`src/rtl/nem_ohmux_pkg.sv`:
```
`default_nettype none
// ============================================================================
// Module      : nem_ohmux_pkg
// Description : Shared types, defaults and helpers for the NEM one-hot mux
//               select controller.
// Revision    : 1.0 - initial release
// ============================================================================
package nem_ohmux_pkg;

    typedef enum logic [1:0] {
        IDLE  = 2'd0,
        BREAK = 2'd1,
        MAKE  = 2'd2
    } state_e;

    localparam int C_N_IN      = 4;
    localparam int C_BREAK_CYC = 4;
    localparam int C_MAKE_CYC  = 8;

    // Index outside 0..n-1 yields all-zero, which the controller treats as "off".
    function automatic logic [15:0] onehot(input logic [3:0] idx, input int unsigned n);
        logic [15:0] v;
        v = '0;
        if (32'(idx) < n) begin
            v[idx] = 1'b1;
        end
        return v;
    endfunction

endpackage
`default_nettype wire

```
`src/rtl/nem_ohmux_selctl_if.sv`:
```
`default_nettype none
// ============================================================================
// Module      : nem_ohmux_selctl_if
// Description : Request / select bundle between a requester and the selector.
// Revision    : 1.0 - initial release
// ============================================================================
interface nem_ohmux_selctl_if #(
    parameter int N_IN  = 4,
    parameter int SEL_W = $clog2(N_IN)
);
    logic             req_valid;
    logic             req_ready;
    logic [SEL_W-1:0] req_sel;
    logic             req_off;
    logic [N_IN-1:0]  s;
    logic             out_valid;
    logic             busy;
    logic [15:0]      sw_cnt;

    modport master (
        output req_valid, req_sel, req_off,
        input  req_ready, s, out_valid, busy, sw_cnt
    );

    modport slave (
        input  req_valid, req_sel, req_off,
        output req_ready, s, out_valid, busy, sw_cnt
    );
endinterface
`default_nettype wire

```
`src/rtl/nem_dwell_timer.sv`:
```
`default_nettype none
// ============================================================================
// Module      : nem_dwell_timer
// Description : Loadable down-counter; done while the count sits at zero.
// Revision    : 1.0 - initial release
// ============================================================================
module nem_dwell_timer #(
    parameter int W = 4
) (
    input  wire logic         clk,
    input  wire logic         rst,
    input  wire logic         i_load,
    input  wire logic [W-1:0] i_load_val,
    output logic              o_done
);
    logic [W-1:0] r_cnt;

    always_ff @(posedge clk) begin
        if (rst) begin
            r_cnt <= '0;
        end else if (i_load) begin
            r_cnt <= i_load_val;
        end else if (r_cnt != '0) begin
            r_cnt <= r_cnt - W'(1);
        end
    end

    assign o_done = (r_cnt == '0);
endmodule
`default_nettype wire

```
`src/rtl/nem_ohmux_selctl.sv`:
```
`default_nettype none
// ============================================================================
// Module      : nem_ohmux_selctl
// Description : Break-before-make select sequencer for NEM-relay one-hot mux
//               cells, with saturating actuation counter.
// Revision    : 1.0 - initial release
// ============================================================================
module nem_ohmux_selctl
    import nem_ohmux_pkg::*;
#(
    parameter int N_IN      = C_N_IN,
    parameter int BREAK_CYC = C_BREAK_CYC,
    parameter int MAKE_CYC  = C_MAKE_CYC
) (
    input wire logic           clk,
    input wire logic           rst,
    nem_ohmux_selctl_if.slave  bus
);
    localparam int TW = $clog2(((BREAK_CYC > MAKE_CYC) ? BREAK_CYC : MAKE_CYC) + 1);

    localparam logic [1:0]    c_IDLE   = IDLE;
    localparam logic [1:0]    c_BREAK  = BREAK;
    localparam logic [1:0]    c_MAKE   = MAKE;
    localparam logic [TW-1:0] c_BRK_LD = TW'(BREAK_CYC - 1);
    localparam logic [TW-1:0] c_MK_LD  = TW'(MAKE_CYC - 1);

    logic [1:0]      r_state;
    logic [N_IN-1:0] r_tgt;
    logic [N_IN-1:0] r_s;
    logic            r_ov;
    logic [15:0]     r_sw_cnt;

    logic [1:0]      w_nxt_state;
    logic [N_IN-1:0] w_req_oh;
    logic            w_load;
    logic [TW-1:0]   w_ld_val;
    logic            w_make_ev;
    logic            w_done;

    // All-zero request vector encodes "deselect all" (explicit off or out-of-range index).
    assign w_req_oh = bus.req_off ? '0 : N_IN'(onehot(4'(bus.req_sel), N_IN));

    always_comb begin
        w_nxt_state = r_state;
        w_load      = 1'b0;
        w_ld_val    = c_BRK_LD;
        w_make_ev   = 1'b0;
        case (r_state)
            c_IDLE: begin
                if (bus.req_valid) begin
                    if (w_req_oh == '0) begin
                        if (r_s != '0) begin
                            w_nxt_state = c_BREAK;
                            w_load      = 1'b1;
                        end
                    end else if (w_req_oh != r_s) begin
                        if (r_s == '0) begin
                            w_nxt_state = c_MAKE;
                            w_load      = 1'b1;
                            w_ld_val    = c_MK_LD;
                            w_make_ev   = 1'b1;
                        end else begin
                            w_nxt_state = c_BREAK;
                            w_load      = 1'b1;
                        end
                    end
                end
            end
            c_BREAK: begin
                if (w_done) begin
                    if (r_tgt == '0) begin
                        w_nxt_state = c_IDLE;
                    end else begin
                        w_nxt_state = c_MAKE;
                        w_load      = 1'b1;
                        w_ld_val    = c_MK_LD;
                        w_make_ev   = 1'b1;
                    end
                end
            end
            c_MAKE: begin
                if (w_done) begin
                    w_nxt_state = c_IDLE;
                end
            end
            default: w_nxt_state = c_IDLE;
        endcase
    end

    nem_dwell_timer #(.W(TW)) u_dwell (
        .clk        (clk),
        .rst        (rst),
        .i_load     (w_load),
        .i_load_val (w_ld_val),
        .o_done     (w_done)
    );

    always_ff @(posedge clk) begin
        if (rst) begin
            r_state  <= c_IDLE;
            r_tgt    <= '0;
            r_s      <= '0;
            r_ov     <= 1'b0;
            r_sw_cnt <= '0;
        end else begin
            r_state <= w_nxt_state;
            if ((r_state == c_IDLE) && bus.req_valid) begin
                r_tgt <= w_req_oh;
            end
            // S lags the state by one edge so it only ever steps through zero.
            case (r_state)
                c_BREAK: r_s <= '0;
                c_MAKE:  r_s <= r_tgt;
                default: r_s <= r_s;
            endcase
            if ((r_state == c_MAKE) && (w_nxt_state == c_IDLE)) begin
                r_ov <= 1'b1;
            end else if ((r_state == c_IDLE) && (w_nxt_state != c_IDLE)) begin
                r_ov <= 1'b0;
            end
            if (w_make_ev && (r_sw_cnt != 16'hFFFF)) begin
                r_sw_cnt <= r_sw_cnt + 16'd1;
            end
        end
    end

    assign bus.req_ready = (r_state == c_IDLE);
    assign bus.busy      = (r_state != c_IDLE);
    assign bus.s         = r_s;
    assign bus.out_valid = r_ov;
    assign bus.sw_cnt    = r_sw_cnt;
endmodule
`default_nettype wire
```
`src/flat_wrapper.sv`:
```
// flat-port wrapper written by rule: the top's interface ports become plain ports
module nem_ohmux_selctl_flat import nem_ohmux_pkg::*;
#(
    parameter int N_IN      = C_N_IN,
    parameter int BREAK_CYC = C_BREAK_CYC,
    parameter int MAKE_CYC  = C_MAKE_CYC
)
  (clk, rst, bus_req_valid, bus_req_sel, bus_req_off, bus_req_ready, bus_s, bus_out_valid, bus_busy, bus_sw_cnt);
  nem_ohmux_selctl_if #(.N_IN(N_IN)) bus_i ();
  input wire logic clk;
  input wire logic rst;
  input wire logic [$bits(bus_i.req_valid)-1:0] bus_req_valid;
  input wire logic [$bits(bus_i.req_sel)-1:0] bus_req_sel;
  input wire logic [$bits(bus_i.req_off)-1:0] bus_req_off;
  output wire logic [$bits(bus_i.req_ready)-1:0] bus_req_ready;
  output wire logic [$bits(bus_i.s)-1:0] bus_s;
  output wire logic [$bits(bus_i.out_valid)-1:0] bus_out_valid;
  output wire logic [$bits(bus_i.busy)-1:0] bus_busy;
  output wire logic [$bits(bus_i.sw_cnt)-1:0] bus_sw_cnt;
  assign bus_i.req_valid = bus_req_valid;
  assign bus_i.req_sel = bus_req_sel;
  assign bus_i.req_off = bus_req_off;
  assign bus_req_ready = bus_i.req_ready;
  assign bus_s = bus_i.s;
  assign bus_out_valid = bus_i.out_valid;
  assign bus_busy = bus_i.busy;
  assign bus_sw_cnt = bus_i.sw_cnt;
  nem_ohmux_selctl #(.N_IN(N_IN), .BREAK_CYC(BREAK_CYC), .MAKE_CYC(MAKE_CYC)) u_core (.clk(clk), .rst(rst), .bus(bus_i));
endmodule
```
`config.mk`:
```
export PLATFORM = sky130hd
export DESIGN_NAME = nem_ohmux_selctl_flat
export DESIGN_NICKNAME = d
export VERILOG_FILES = /design/src/rtl/nem_ohmux_pkg.sv /design/src/rtl/nem_ohmux_selctl_if.sv /design/src/rtl/nem_dwell_timer.sv /design/src/rtl/nem_ohmux_selctl.sv /design/src/flat_wrapper.sv
export SDC_FILE = /design/constraint.sdc
export NUM_CORES = 1
export LEC_CHECK = 0
export CAP_MARGIN = 20
export CORE_UTILIZATION = 56
export CTS_BUF_LIST = sky130_fd_sc_hd__clkbuf_16
export CTS_CLUSTER_SIZE = 24
export DETAILED_ROUTE_END_ITERATION = 16
export PLACE_DENSITY = 0.81
export SYNTH_ARGS = -nofsm -noshare
export SYNTH_HDL_FRONTEND = slang
export SYNTH_SLANG_ARGS = --single-unit
```
`constraint.sdc`:
```
create_clock -name clk -period 3.9 [get_ports clk]
set_input_delay 0.78 -clock clk [delete_from_list [all_inputs] [get_ports clk]]
set_output_delay 0.78 -clock clk [all_outputs]
set_load 0.01 [all_outputs]
```
# Word level (Yosys, flattened, before mapping)

Index checks and enable logic that the tools add are counted.
W data, S select, Z words.

Magnitude comparators: 2
$add $sub $neg: 2
Reduce and logical (&&, ||, !) cells: 18
Multiplexer cells: 36
Equal/unequal tests: 4

Operators with widths:

| cell                    | count |
|---|---|
| $mux W4                 | 7 |
| $add A16 B1 Y16 const B | 1 |
| $logic_not A4 Y1        | 4 |
| $mux W2                 | 8 |
| $ne A16 B16 Y1 const B  | 1 |
| $pmux W4 S2             | 2 |
| $mux W1                 | 13 |
| $reduce_bool A2 Y1      | 5 |
| $reduce_bool A4 Y1      | 2 |
| $mux W3                 | 2 |
| $pmux W2 S3             | 1 |
| $logic_and A1 B1 Y1     | 5 |
| $lt A2 B5 Y1 const B    | 1 |
| $logic_not A2 Y1        | 2 |
| $ne A4 B4 Y1            | 1 |
| $pmux W1 S2             | 2 |
| $sub A4 B1 Y4 const B   | 1 |
| $demux W1 S2            | 1 |
| $eq A2 B1 Y1 const B    | 1 |
| $eq A2 B2 Y1 const B    | 1 |
| $ge A2 B1 Y1 const B    | 1 |

Logic and storage cells: 68
Bits in registers: 31

# Logic depth before layout (Yosys ltp)

Gate-level depths: netlist (run 1).

Word-level depth: 14
Gate-level depth with buffers: 9
Gate-level depth less buffers: 8

# Modules after synthesis

From an unflattened synthesis (run 1), not the netlist that was laid out.

Cells, all modules: 192
Area, all modules: 1,664.1 um^2

Modules (own cells, without submodules):

| module           | area an instance (um^2) | times used | sequential area each (um^2) | cells an instance |
|---|---|---|---|---|
| nem_ohmux_selctl | 1,435.1                 | 1          | 540.5                       | 168 |
| nem_dwell_timer  | 229.0                   | 1          | 80.1                        | 24 |

# Worst setup path after synthesis (run 1)

OpenSTA, ideal clock, no wires.

Path kind: input to register
From: input port bus_req_off
To: register u_core.r_state[0]
Data required time: 3.771 ns
Cell stages on the path: 7
Library setup time: 0.129 ns
Slack: 1.510 ns
Arrival: 2.262 ns
Path buffers: 1
Path through: buf_4 nand3b_1 nor3b_1 o32ai_1 o21a_1 or4_4 nor3b_2

Cells in the longest elaborated chain, start to end: 6
Elaborated cells between the ends (all ways): 7
Classes of those cells: 1 x eq/ne; 5 x mux; 1 x reduce/logical

RTL lines:

| item                   | line                    | text |
|---|---|---|
| start: declaration     | flat_wrapper.sv:14      | `input wire logic [$bits(bus_i.req_off)-1:0] bus_req_off;` |
| $mux W4 *              | nem_ohmux_selctl.sv:41  | `assign w_req_oh = bus.req_off ? '0 : N_IN'(onehot(4'(bus.req_sel), N_IN));` |
| $ne A4 B4 Y1           | nem_ohmux_selctl.sv:56  | `end else if (w_req_oh != r_s) begin` |
| $mux W2                | nem_ohmux_selctl.sv:56  |  |
| $mux W2 *              | nem_ohmux_selctl.sv:51  | `if (w_req_oh == '0) begin` |
| $mux W2 *              | nem_ohmux_selctl.sv:50  | `if (bus.req_valid) begin` |
| $pmux W2 S3 *          | nem_ohmux_selctl.sv:48  | `case (r_state)` |
| end signal: assignment | nem_ohmux_selctl.sv:100 | `r_state <= c_IDLE;` |
| end signal: assignment | nem_ohmux_selctl.sv:106 | `r_state <= w_nxt_state;` |
| end: declaration       | nem_ohmux_selctl.sv:27  | `logic [1:0] r_state;` |

Every way passes the cells marked *; elsewhere a longest branch is shown, timed or not.
A chain may end at the register's enable or synchronous reset.

# Worst setup path in the final report (run 1)

Ends and elaborated chain as after synthesis.

==> impl_metrics.csv, run 1 <==
group,metric,value,unit
place,dp_hpwl,2670,um
floorplan,design.core.area,0.00278,mm^2
sta,max-slew-margin-rel,0.418,
floorplan,rows,19,
route,routed_wirelength,3770,um
critical_path,worstSetupPathType,"in2reg",
route,drt_iter0_drc,60,
grt,overflow,0,
logic_synthesis,syn_nets,208,
logic_synthesis,yosys_most_used_dff,"dfxtp_1",
route,vias,1533,
route,via_per_inst,5.94,
finish,stdcell_count,258,
hold_path,holdCritPathClass,"reg2reg",
sta,slew_violations,0,
route,ant_nets,0,
logic_synthesis,synth_edf_count,0,
logic_synthesis,synth_top_area_share,0.372,
clock_tree,post_cts_resized,0,
clock_tree,cts_tree,"built",
hold_path,hold_start,"u_core.r_tgt[2]",
critical_path,start_kind,"primary input",
job,drv_cap,0,
finish,diodes,0,
sta,final.period_utilization,0.737,
logic_synthesis,synth_area,0.00167,mm^2
sta,clock.fmax,0.348,GHz
critical_path,r2r-start,"u_core.bus.sw_cnt[3]",
clock_tree,hold_buffers,0,
sta,worstMarginPinSlew,0.870,ns
clock_tree,cts_made_buffers,5,
logic_synthesis,ys_types,44,
sta,finClkSkew,0.00514,ns
finish,layout.cells.most_common_list,"nor2_1 (31), dfxtp_1 (31), clkdlybuf4s50_1 (28)",
place,dp.cells,250,
critical_path,worstSetupEndpointType,"register",
grt,grt_max_degree,32,
critical_path,crit_start,"bus_req_off",
clock_tree,clk_latency,0.27,ns
sta,setup_violations,0,
floorplan,initial_core_util,0.599,
logic_synthesis,synth-seq-area-share,0.372,
finish,area_delta_synth_final,27.6,%
logic_synthesis,synth_top_cell_by_area,"dfxtp_1",
clock_tree,clk_path_buf_depth,2,
grt,antenna_found_initial,0,
logic_synthesis,async_reset_ff_frac,0,
floorplan,die_area,0.00320,mm^2
clock_tree,cts_root_buf,"clkbuf_16",
finish,drive_gt1_frac,0.0749,
grt,grt_usage,0.268,
logic_synthesis,yosys_register_bits,31,
clock_tree,postCtsSetupBuffers,0,
sta,post-route-min-period,2.87,ns
critical_path,required,4.06,ns
floorplan,die_w,56.6,um
logic_synthesis,syn_inst,196,
route,drc_errors,0,
floorplan,ios,29,
critical_path,critPathMaxFanout,11,
grt,grt_pass1_wl,6590,um
place,gp_congestion,0.921,
finish,layout.nets,238,
critical_path,critPathArrivalTime,3.03,ns
finish,fillers,203,
grt,grt_pass1_vias,1470,
logic_synthesis,syn_area_per_cell,8.50,um^2
route,wl_per_cell,14.6,um
floorplan,die_y,56.6,um
clock_tree,cts.sink_count,31,
power,p_per_area,460,mW/mm^2
status,status,"finished clean",
power,max-vdd-ir-drop,0.599,mV
power,power,0.978,mW
sta,finalHoldViolCount,0,
sta,grt_setup_unrepaired,"false",
place,port_buffers,28,
power,p_leak,0.755,nW
clock_tree,clkTransAtPathRegs,0.05,ns
logic_synthesis,ys_warn_count,0,
route,drtPass1Iterations,4,
clock_tree,htree_num_levels,2,
sta,finalSetupTns,0,ns
logic_synthesis,synthTopCellsByArea,"dfxtp_1 (37%), nor2_1 (7.0%), xnor2_1 (6.3%)",
state kept, by name (all words and copies together), names as in the netlist:
signal	flops
u_core.r_tgt	4
u_core.r_state	2
u_core.bus.sw_cnt	16
u_core.u_dwell.r_cnt	4
u_core.bus.s	4
u_core.bus.out_valid	1
synthesized netlist by cell type (2+ instances only):
master and instances:
or2b_1 2, inv_1 6, nor3b_2 2, nor4b_1 2
or3_1 2, nor3_1 13, nor2_1 31, nand2b_1 5
xnor2_1 12, or4_4 2, nor3b_1 2, nand3b_1 2
nor4_1 4, clkbuf_1 4, ha_1 6, buf_4 2
o32ai_1 2, a21o_1 2, nand3_1 12, nor2b_1 2
mux2i_1 3, dfxtp_1 31, a21oi_1 16, nand2_1 9
and3_1 3
cell families (layout without fill, tap and decap cells):
family          Yosys count  after routing  synth area share
compound gates           30             30             0.131
fa+ha+maj                 6              6            0.0450
flops                    31             31             0.372
simple gates            100            100             0.327
mux                       4              4            0.0248
xor+xnor                 13             13            0.0683
buf+inv                  12             43            0.0315
cell type report:
type | count | area, um^2 | share of cell area
clock inverters | 3 | 38.8 | 0.0182
inverters | 6 | 22.5 | 0.0106
multi-input cells | 153 | 993 | 0.467
repair buffers | 29 | 288 | 0.135
well taps | 31 | 38.8 | 0.0182
flip-flops and latches | 31 | 621 | 0.292
clock buffers | 5 | 125 | 0.0588
power by group:
part / leakage (nW) / switching, mW / internal [mW] / total [mW]
Combinational: 0.423 / 0.102 / 0.0900 / 0.192
Clock: 0.0812 / 0.133 / 0.297 / 0.430
Sequential: 0.251 / 0.0170 / 0.339 / 0.356
Total: 0.755 / 0.252 / 0.727 / 0.978
path summary, 6_finish.rpt:
check	cells past startpoint	to	slack, ns
min reg2reg	2	u_core.r_tgt[2]	0.49
max reg2reg	6	u_core.bus.sw_cnt[5]	1.57
max	7	u_core.r_state[0]	1.03
min	2	u_core.r_tgt[2]	0.49
metrics by stage:
step	util	worst slack, ns	cell area [um^2]	hold WS (ns)
global placement	0.706	0.864	1960	0.468
global route	0.765	0.817	2130	0.521
detailed placement	0.706	0.768	1960	0.478
floorplan	-	1.51	1670	0.440
finish	0.765	1.03	2130	0.486
CTS	0.765	1.04	2130	0.485
worst max-delay path, cell delays in order:
cell and delay [ns]:
clkdlybuf4s50_1 0.58, nand2b_1 0.27, nor4b_1 0.31, o32ai_1 0.20
o21a_1 0.20, or4_4 0.52, nor3b_2 0.16
layer usage:
layer | GRT usage | routed length (um) | vias up | share of wire
met5 | 0 | 0 | - | 0
met4 | 0.0767 | 30 | 0 | 0.0080
met3 | 0.0899 | 188 | 6 | 0.050
met2 | 0.452 | 1910 | 42 | 0.51
met1 | 0.322 | 1640 | 723 | 0.44
li1 | - | - | 762 | -
Power figures use the tool's default switching activity.
==> run 2: changes to the inputs <==
Settings changed: CORE_UTILIZATION 56 to 52, PLACE_DENSITY 0.81 to 0.76.
Clock period 3.9 ns to 2.65 ns, I/O delays scaled along.
==> impl_metrics.csv, run 2 (synthesis results as in run 1) <==
group,metric,value,unit
finish,diodes,0,
sta,grt_setup_unrepaired,"false",
clock_tree,cts_made_buffers,5,
critical_path,required,2.81,ns
power,max-vdd-ir-drop,0.495,mV
critical_path,crit_start,"bus_req_sel[0]",
sta,finClkSkew,0.00376,ns
power,p_per_area,637,mW/mm^2
grt,grt_max_degree,23,
finish,fillers,267,
place,place_ws,-0.124,ns
clock_tree,postCtsSetupBuffers,0,
clock_tree,cts_root_buf,"clkbuf_16",
power,p_leak,0.754,nW
power,p_sw,0.377,mW
sta,max-slew-margin-rel,0.455,
sta,setup_ws,0.158,ns
power,combPwrFrac,0.216,
finish,area_delta_synth_final,28.8,%
clock_tree,clk_path_buf_depth,2,
clock_tree,cts.sink_count,31,
power,clockPowerShare,0.401,
clock_tree,htree_num_levels,2,
critical_path,critPathMaxFanout,7,
grt,grt_usage,0.241,
place,dp_hpwl,2750,um
grt,antenna_found_initial,0,
route,via_per_inst,5.60,
route,wl_per_cell,13.7,um
critical_path,r2r-start,"u_core.bus.sw_cnt[3]",
critical_path,worstSetupEndpointType,"register",
sta,final.period_utilization,0.940,
critical_path,r2r_end,"u_core.bus.sw_cnt[13]",
clock_tree,clk_latency,0.28,ns
finish,layout.cells.most_common_list,"nor2_1 (31), dfxtp_1 (31), clkdlybuf4s50_1 (28)",
clock_tree,hold_buffers,0,
sta,hold_slack,0.476,ns
sta,setup_violations,0,
finish,fin_area,0.00215,mm^2
status,status,"finished clean",
critical_path,rrSetupSlack,0.36,ns
floorplan,ios,29,
route,ant_nets,0,
power,internal_power,0.991,mW
finish,layout.nets,241,
clock_tree,clkTransAtPathRegs,0.05,ns
critical_path,start_kind,"primary input",
job,drv_cap,0,
route,drt_iter0_drc,41,
grt,grt_pass1_wl,6170,um
sta,slew_violations,0,
clock_tree,cts_tree,"built",
sta,worstMarginPinSlew,0.815,ns
floorplan,design.core.area,0.00305,mm^2
hold_path,holdCritPathClass,"reg2reg",
sta,finalHoldViolCount,0,
clock_tree,post_cts_resized,0,
finish,largest_register_ffs,16,
place,port_buffers,28,
route,vias,1534,
power,seq_power_share,0.383,
floorplan,die_area,0.00344,mm^2
grt,grt_pass1_vias,1377,
floorplan,die_w,58.6,um
route,drtPass1Iterations,4,
critical_path,worstSetupPathType,"in2reg",
route,drc_errors,0,
power,swShare,0.276,
sta,post-route-min-period,2.49,ns
floorplan,rows,20,
critical_path,critPathArrivalTime,2.65,ns
finish,drive_gt1_frac,0.0913,
place,gp_congestion,0.882,
critical_path,crit_end,"u_core.r_state[0]",
floorplan,initial_core_util,0.546,
grt,overflow,0,
route,routed_wirelength,3750,um
critical_path,reg2reg_depth,6,
finish,final_core_util,0.703,
floorplan,die_y,58.6,um
sta,clock.fmax,0.401,GHz
place,dpl_cell_area,0.00200,mm^2
[run 2: how the worst min path moves through the flow]
| stage | slack [ns] | depth (start not counted) | start | to |
|---|---|---|---|---|
| 6_report | 0.48 | 2 | u_core.r_tgt[2] | u_core.r_tgt[2] |
| 5_1_grt | 0.51 | 2 | u_core.r_tgt[2] | u_core.r_tgt[2] |
| 4_1_cts | 0.48 | 2 | u_core.r_tgt[2] | u_core.r_tgt[2] |
| 3_5_place_dp | 0.47 | 2 | u_core.r_tgt[2] | u_core.r_tgt[2] |
| 3_3_place_gp | 0.46 | 2 | u_core.r_tgt[2] | u_core.r_tgt[2] |
| 2_1_floorplan | 0.44 | 2 | u_core.r_tgt[2] | u_core.r_tgt[2] |
[run 2: final cells by class]
cell class                      count  area (um^2)  area share
Clock buffer                        5          125      0.0583
Clock inverter                      3         20.0     0.00932
Inverter                            6         22.5      0.0105
Multi-Input combinational cell    153          993       0.463
Sequential cell                    31          621       0.289
Tap cell                           44         55.1      0.0256
Timing Repair Buffer               32          310       0.145
[run 2: power groups by stage]
stage	clock network [mW]	logic [mW]	registers, mW
after floorplan	0	0.207	0.530
after detailed placement	0	0.294	0.534
final	0.548	0.295	0.525
after global placement	0	0.282	0.532
after global routing	0.579	0.330	0.528
after CTS	0.553	0.295	0.525
[run 2: worst max-delay path, stage by stage]
cell             delay, ns
clkdlybuf4s50_1       0.60
nand2b_1              0.14
nor4b_1               0.30
o32ai_1               0.19
o21a_1                0.20
or4_4                 0.53
nor3b_2               0.17
[run 2: metrics by stage]
step | total power [mW] | cells | setup TNS (ns)
floorplan | 0.737 | 196 | 0
global placement | 0.814 | 266 | 0
detailed placement | 0.828 | 266 | -0.172
CTS | 1.37 | 274 | 0
global route | 1.44 | 274 | 0
finish | 1.37 | 274 | 0
[run 2: per-layer routing]
layer / vias to the layer above / wire [um] / global-route usage
li1: 768 / - / -
met1: 731 / 1690 / 0.300
met2: 26 / 1840 / 0.386
met3: 9 / 135 / 0.0659
met4: 0 / 79 / 0.116
met5: - / 0 / 0
==> patch 1, RTL diff (flow settings as in run 2) <==
Reset style: asynchronous (`rst`), changed in 2 clocked blocks.
--- a/src/rtl/nem_dwell_timer.sv
+++ b/src/rtl/nem_dwell_timer.sv
@@ -17,3 +17,3 @@
 
-    always_ff @(posedge clk) begin
+    always_ff @(posedge clk or posedge rst) begin
         if (rst) begin
--- a/src/rtl/nem_ohmux_selctl.sv
+++ b/src/rtl/nem_ohmux_selctl.sv
@@ -97,3 +97,3 @@
 
-    always_ff @(posedge clk) begin
+    always_ff @(posedge clk or posedge rst) begin
         if (rst) begin
Behaviour: differs if rst is asserted again (counterexample within 4 cycles, from zero or initial values and one cycle with rst high); with rst held inactive, the same outputs for 10 cycles.
==> patch 1 against run 2 <==
Routed wire length is 4.1% lower. Highest routed layer unchanged. Via count is 12% lower. Count of clock-buffer cells in the layout stayed put. Design area is 0.41% higher. Final cell count is 11% lower. Sequential share of layout area is 7.1 points higher. Non-clock buffer count is 1 lower. Sequential cell count stayed put. Worst setup slack better by 0.19 ns. Area after synthesis is 0.38% higher.
Power is not compared: it rests on default switching activity, and its combinational part moved more than twofold at a synthesized area within 25%.
==> patch 1: results (changes against run 2) <==
min_path:
  hold_class: "flop to flop"  # unchanged
  min_from: "u_core.bus.sw_cnt[6]$_DFFE_PP0P_"  # was u_core.r_tgt[2]$_SDFFE_PP0P_
synthesis:
  yosys-top-cells-count: "31 x dfrtp_1, 19 x nand2_1, 14 x inv_1, 11 x xnor2_1"  # was 31 x dfxtp_1, 31 x nor2_1, 16 x a21oi_1, 13 x nor3_1
  ys_top_cells_by_area: "dfrtp_1 46%, xnor2_1 5.8%, ha_1 4.5%, nand2_1 4.3%, inv_1 3.1%"  # was dfxtp_1 37%, nor2_1 7.0%, xnor2_1 6.3%, a21oi_1 4.8%, ha_1 4.5%
  postSynthCellCount: 163  # was 196
  synth.distinct_cells: 43  # was 44
  synth_nets: 175  # was 208
  synthAdderAreaFrac_pct: 4.49  # was 4.50%
  synth_top_flop_cell: "dfrtp_1"  # was dfxtp_1
  seq_area_frac_synth_pct: 46.4  # was 37.2%
  synth_compound_area_share_pct: 11.1  # was 13.1%
  synthXorXnorAreaFrac_pct: 8.38  # was 6.83%
  muxShareOfSynthArea_pct: 2.54  # was 2.48%
  ys_async_sr_fraction_pct: 100  # was 0%
placement:
  dpl_cell_area_mm2: 0.00202  # was 0.00200 mm²
  gp_congestion: 0.907  # was 0.882
  dp_worst_setup_slack_ns: 0.0698  # was -0.124 ns
  dp_hpwl_mm: 2.49  # was 2.75 mm
  dpl.cell_count: 237  # was 266
status:
  outcome: "finished clean"  # unchanged
critical_path:
  arrival_ns: 2.49  # was 2.65 ns
  startpoint: "bus_req_off"  # was bus_req_sel[0]
  critPathSlowestCell: "clkdlybuf4s50_1"  # unchanged
  r2r_setup_slack_ns: 0.41  # was 0.36 ns
  cp_top_family: "compound AO/OA/AOI/OAI gates"  # was simple AND/OR/NAND/NOR gates
  rr_startpoint: "u_core.u_dwell.r_cnt[0]$_DFFE_PP0P_"  # was u_core.bus.sw_cnt[3]$_SDFFE_PP0P_
  crit_fanout: 6  # was 7
  slowest_delay_ns: 0.62  # was 0.60 ns
finish:
  fillerInstances: 249  # was 267
  drive_gt1_share_pct: 11.9  # was 9.13%
  fin_cells: 245  # was 274
  nets: 212  # was 241
global_route:
  grt_max_degree: 32  # was 23
  grt_use_total_pct: 24.0  # was 24.1%
  grt_pass1_wl_mm: 6.13  # was 6.17 mm
routing:
  vias: 1351  # was 1,534
  wire_per_inst_um: 14.7  # was 13.7 µm
  drtIter0Drc: 77  # was 41
  drtPass1Iterations: 5  # was 4
sta:
  skew_ns: 0.00413  # was 0.00376 ns
  fin_ws_ns: 0.346  # was 0.158 ns
  hold_slack_ns: 0.494  # was 0.476 ns
  relSlewSlack_pct: 74.5  # was 45.5%
clocking:
  h-tree-depth: 2  # unchanged
  cts_setup_buffers: 0  # unchanged
patch 1: power breakdown:
| group | internal, µW | leakage [µW] | switching [µW] |
|---|---|---|---|
| Combinational | 472 | 0.000498 | 508 |
| Clock | 336 | 0.0000701 | 176 |
| Sequential | 599 | 0.000407 | 123 |
| Total | 1410 | 0.000975 | 808 |
patch 1: worst paths after layout:
| check | end | depth (start not counted) |
|---|---|---|
| max | u_core.bus.out_valid$_DFFE_PP0P_ | 8 |
| min | u_core.bus.sw_cnt[6]$_DFFE_PP0P_ | 1 |
| max reg2reg | u_core.bus.sw_cnt[13]$_DFFE_PP0P_ | 9 |
| min reg2reg | u_core.bus.sw_cnt[6]$_DFFE_PP0P_ | 1 |
| max in group asynchronous | u_core.bus.sw_cnt[5]$_DFFE_PP0P_ | 3 |
| min in group asynchronous | u_core.u_dwell.r_cnt[0]$_DFFE_PP0P_ | 3 |
patch 1: layout make-up:
type	count	area [µm²]	area share [%]
multi-input combinational	117	833	38.7
sequential	31	776	36.0
timing repair buffer	31	303	14.0
clock buffer	5	125	5.80
tap	44	55.1	2.55
inverter	14	52.6	2.44
clock inverter	3	11.3	0.522
patch 1: layer usage:
metal | track usage (%) | up-vias | routed length [µm] | part of all wire, %
li1 | - | 642 | - | -
met1 | 28.4 | 649 | 1500 | 42
met2 | 38.6 | 46 | 1790 | 50
met3 | 7.25 | 14 | 175 | 4.9
met4 | 13.9 | 0 | 121 | 3.4
met5 | 0 | - | 0 | 0
patch 1: worst reg2reg max path: stages, from the launching register on:
cell and delay [ns]:
dfrtp_1 0.37, inv_1 0.09, ha_1 0.23, nor3b_4 0.36, nand3_2 0.17, o31a_2 0.17, a41o_1 0.28, nor2_4 0.20
nand3_1 0.12, xnor2_1 0.14
==> patch 2, RTL diff (flow settings as in run 2) <==
Without the edit above. `C_BREAK_CYC`: 4 -> 2.
--- a/src/rtl/nem_ohmux_pkg.sv
+++ b/src/rtl/nem_ohmux_pkg.sv
@@ -16,3 +16,3 @@
     localparam int C_N_IN      = 4;
-    localparam int C_BREAK_CYC = 4;
+    localparam int C_BREAK_CYC = 2;
     localparam int C_MAKE_CYC  = 8;
Behaviour: no difference found for any inputs over 10 cycles, from zero or initial values and one cycle with rst high; that may be too few to reach the edited logic, so the function may still have changed.
==> patch 2 against run 2 <==
Sequential cell count stayed put. Utilization is 0.16 points higher. Worst setup slack better by 0.22 ns. Final cell count is 0.73% higher. Power is 2.2% higher. Non-clock buffer count is 1 higher. Sequential power is 2% higher. Design area is 1.0% higher. Count of clock-buffer cells in the layout stayed put. Area after synthesis is 1.7% higher. Routed wire length is 4.4% higher. Critical path type is now flop to primary output.
==> patch 2: results (changes against run 2) <==
placement:
  dp_hpwl_mm: 2.75  # about the same
  dp_worst_setup_slack_ns: 0.146  # was -0.124 ns
  dpl.cell_count: 269  # was 266
routing:
  routed_wl_mm: 3.92  # was 3.75 mm
status:
  outcome: "finished clean"  # unchanged
critical_path:
  r2r_setup_slack_ns: 0.41  # was 0.36 ns
  cp_top_family: "buffers and inverters"  # was simple AND/OR/NAND/NOR gates
synthesis:
  yosys-top-cells-count: "31 x dfxtp_1, 25 x nor2_1, 17 x a21oi_1, 14 x nand3_1"  # was 31 x dfxtp_1, 31 x nor2_1, 16 x a21oi_1, 13 x nor3_1
  synth.distinct_cells: 51  # was 44
  synth_nets: 212  # was 208
  seq_area_frac_synth_pct: 36.6  # was 37.2%
  muxShareOfSynthArea_pct: 1.18  # was 2.48%
  synthAdderAreaFrac_pct: 4.43  # was 4.50%
  postSynthCellCount: 200  # was 196
finish:
  fin_cells: 276  # was 274
  fillerInstances: 258  # was 267
  drive_gt1_share_pct: 6.90  # was 9.13%
  nets: 244  # was 241
sta:
  tightest_slew_ns: 0.624  # was 0.815 ns
  fmax_mhz: 441  # was 401 MHz
  hold_slack_ns: 0.507  # was 0.476 ns
power:
  p_leak_uw: 0.000797  # was 0.000754 µW
  clkPwrFrac_pct: 37.6  # was 40.1%
  pg_comb_uw: 340  # was 295 µW
global_route:
  grt_pass1_wl_mm: 6.68  # was 6.17 mm
  grt_pass1_vias: 1520  # was 1,377
patch 2: cell count changes after synthesis, moves of 3 or more:
cell / before / now
nor3_1: 13 / 7
o211ai_1: 0 / 3
nor2_1: 31 / 25
xor2_1: 1 / 8
xnor2_1: 12 / 5
clkbuf_1: 4 / 7
patch 2: layout make-up:
type                            instances  share of cell area (%)
Clock buffer                            5                    5.77
Clock inverter                          2                   0.404
Inverter                                7                    1.21
Multi-Input combinational cell        154                    46.8
Sequential cell                        31                    28.6
Tap cell                               44                    2.54
Timing Repair Buffer                   33                    14.6
patch 2: logic make-up (layout without fill, tap and decap cells):
logic type,count (synthesis),in the layout
AND/OR/NAND/NOR,90,90
AO/OA/AOI/OAI,43,43
flip-flops,31,31
buffers and inverters,15,47
XOR/XNOR,13,13
adder cells (fa/ha/maj),6,6
multiplexers,2,2
patch 2: final timing paths:
path | end | from | cells past startpoint
setup / recovery | bus_busy | u_core.r_state[0]$_SDFF_PP0_ | 4
hold / removal | u_core.bus.s[0]$_SDFFE_PP0P_ | u_core.bus.s[0]$_SDFFE_PP0P_ | 2
setup reg to reg | u_core.bus.sw_cnt[4]$_SDFFE_PP0P_ | u_core.bus.s[1]$_SDFFE_PP0P_ | 6
hold reg to reg | u_core.bus.s[0]$_SDFFE_PP0P_ | u_core.bus.s[0]$_SDFFE_PP0P_ | 2
patch 2: per-layer routing:
layer,vias up,track usage [%],share of wire [%]
li1,790,-,-
met1,752,33.5,48
met2,37,40.6,46
met3,9,8.52,4.5
met4,0,8.84,1.4
met5,-,0,0
patch 2: worst min-delay path, stage by stage (launching register included):
cell	delay, ns
dfxtp_1	0.33
nand2b_1	0.08
a21oi_1	0.05
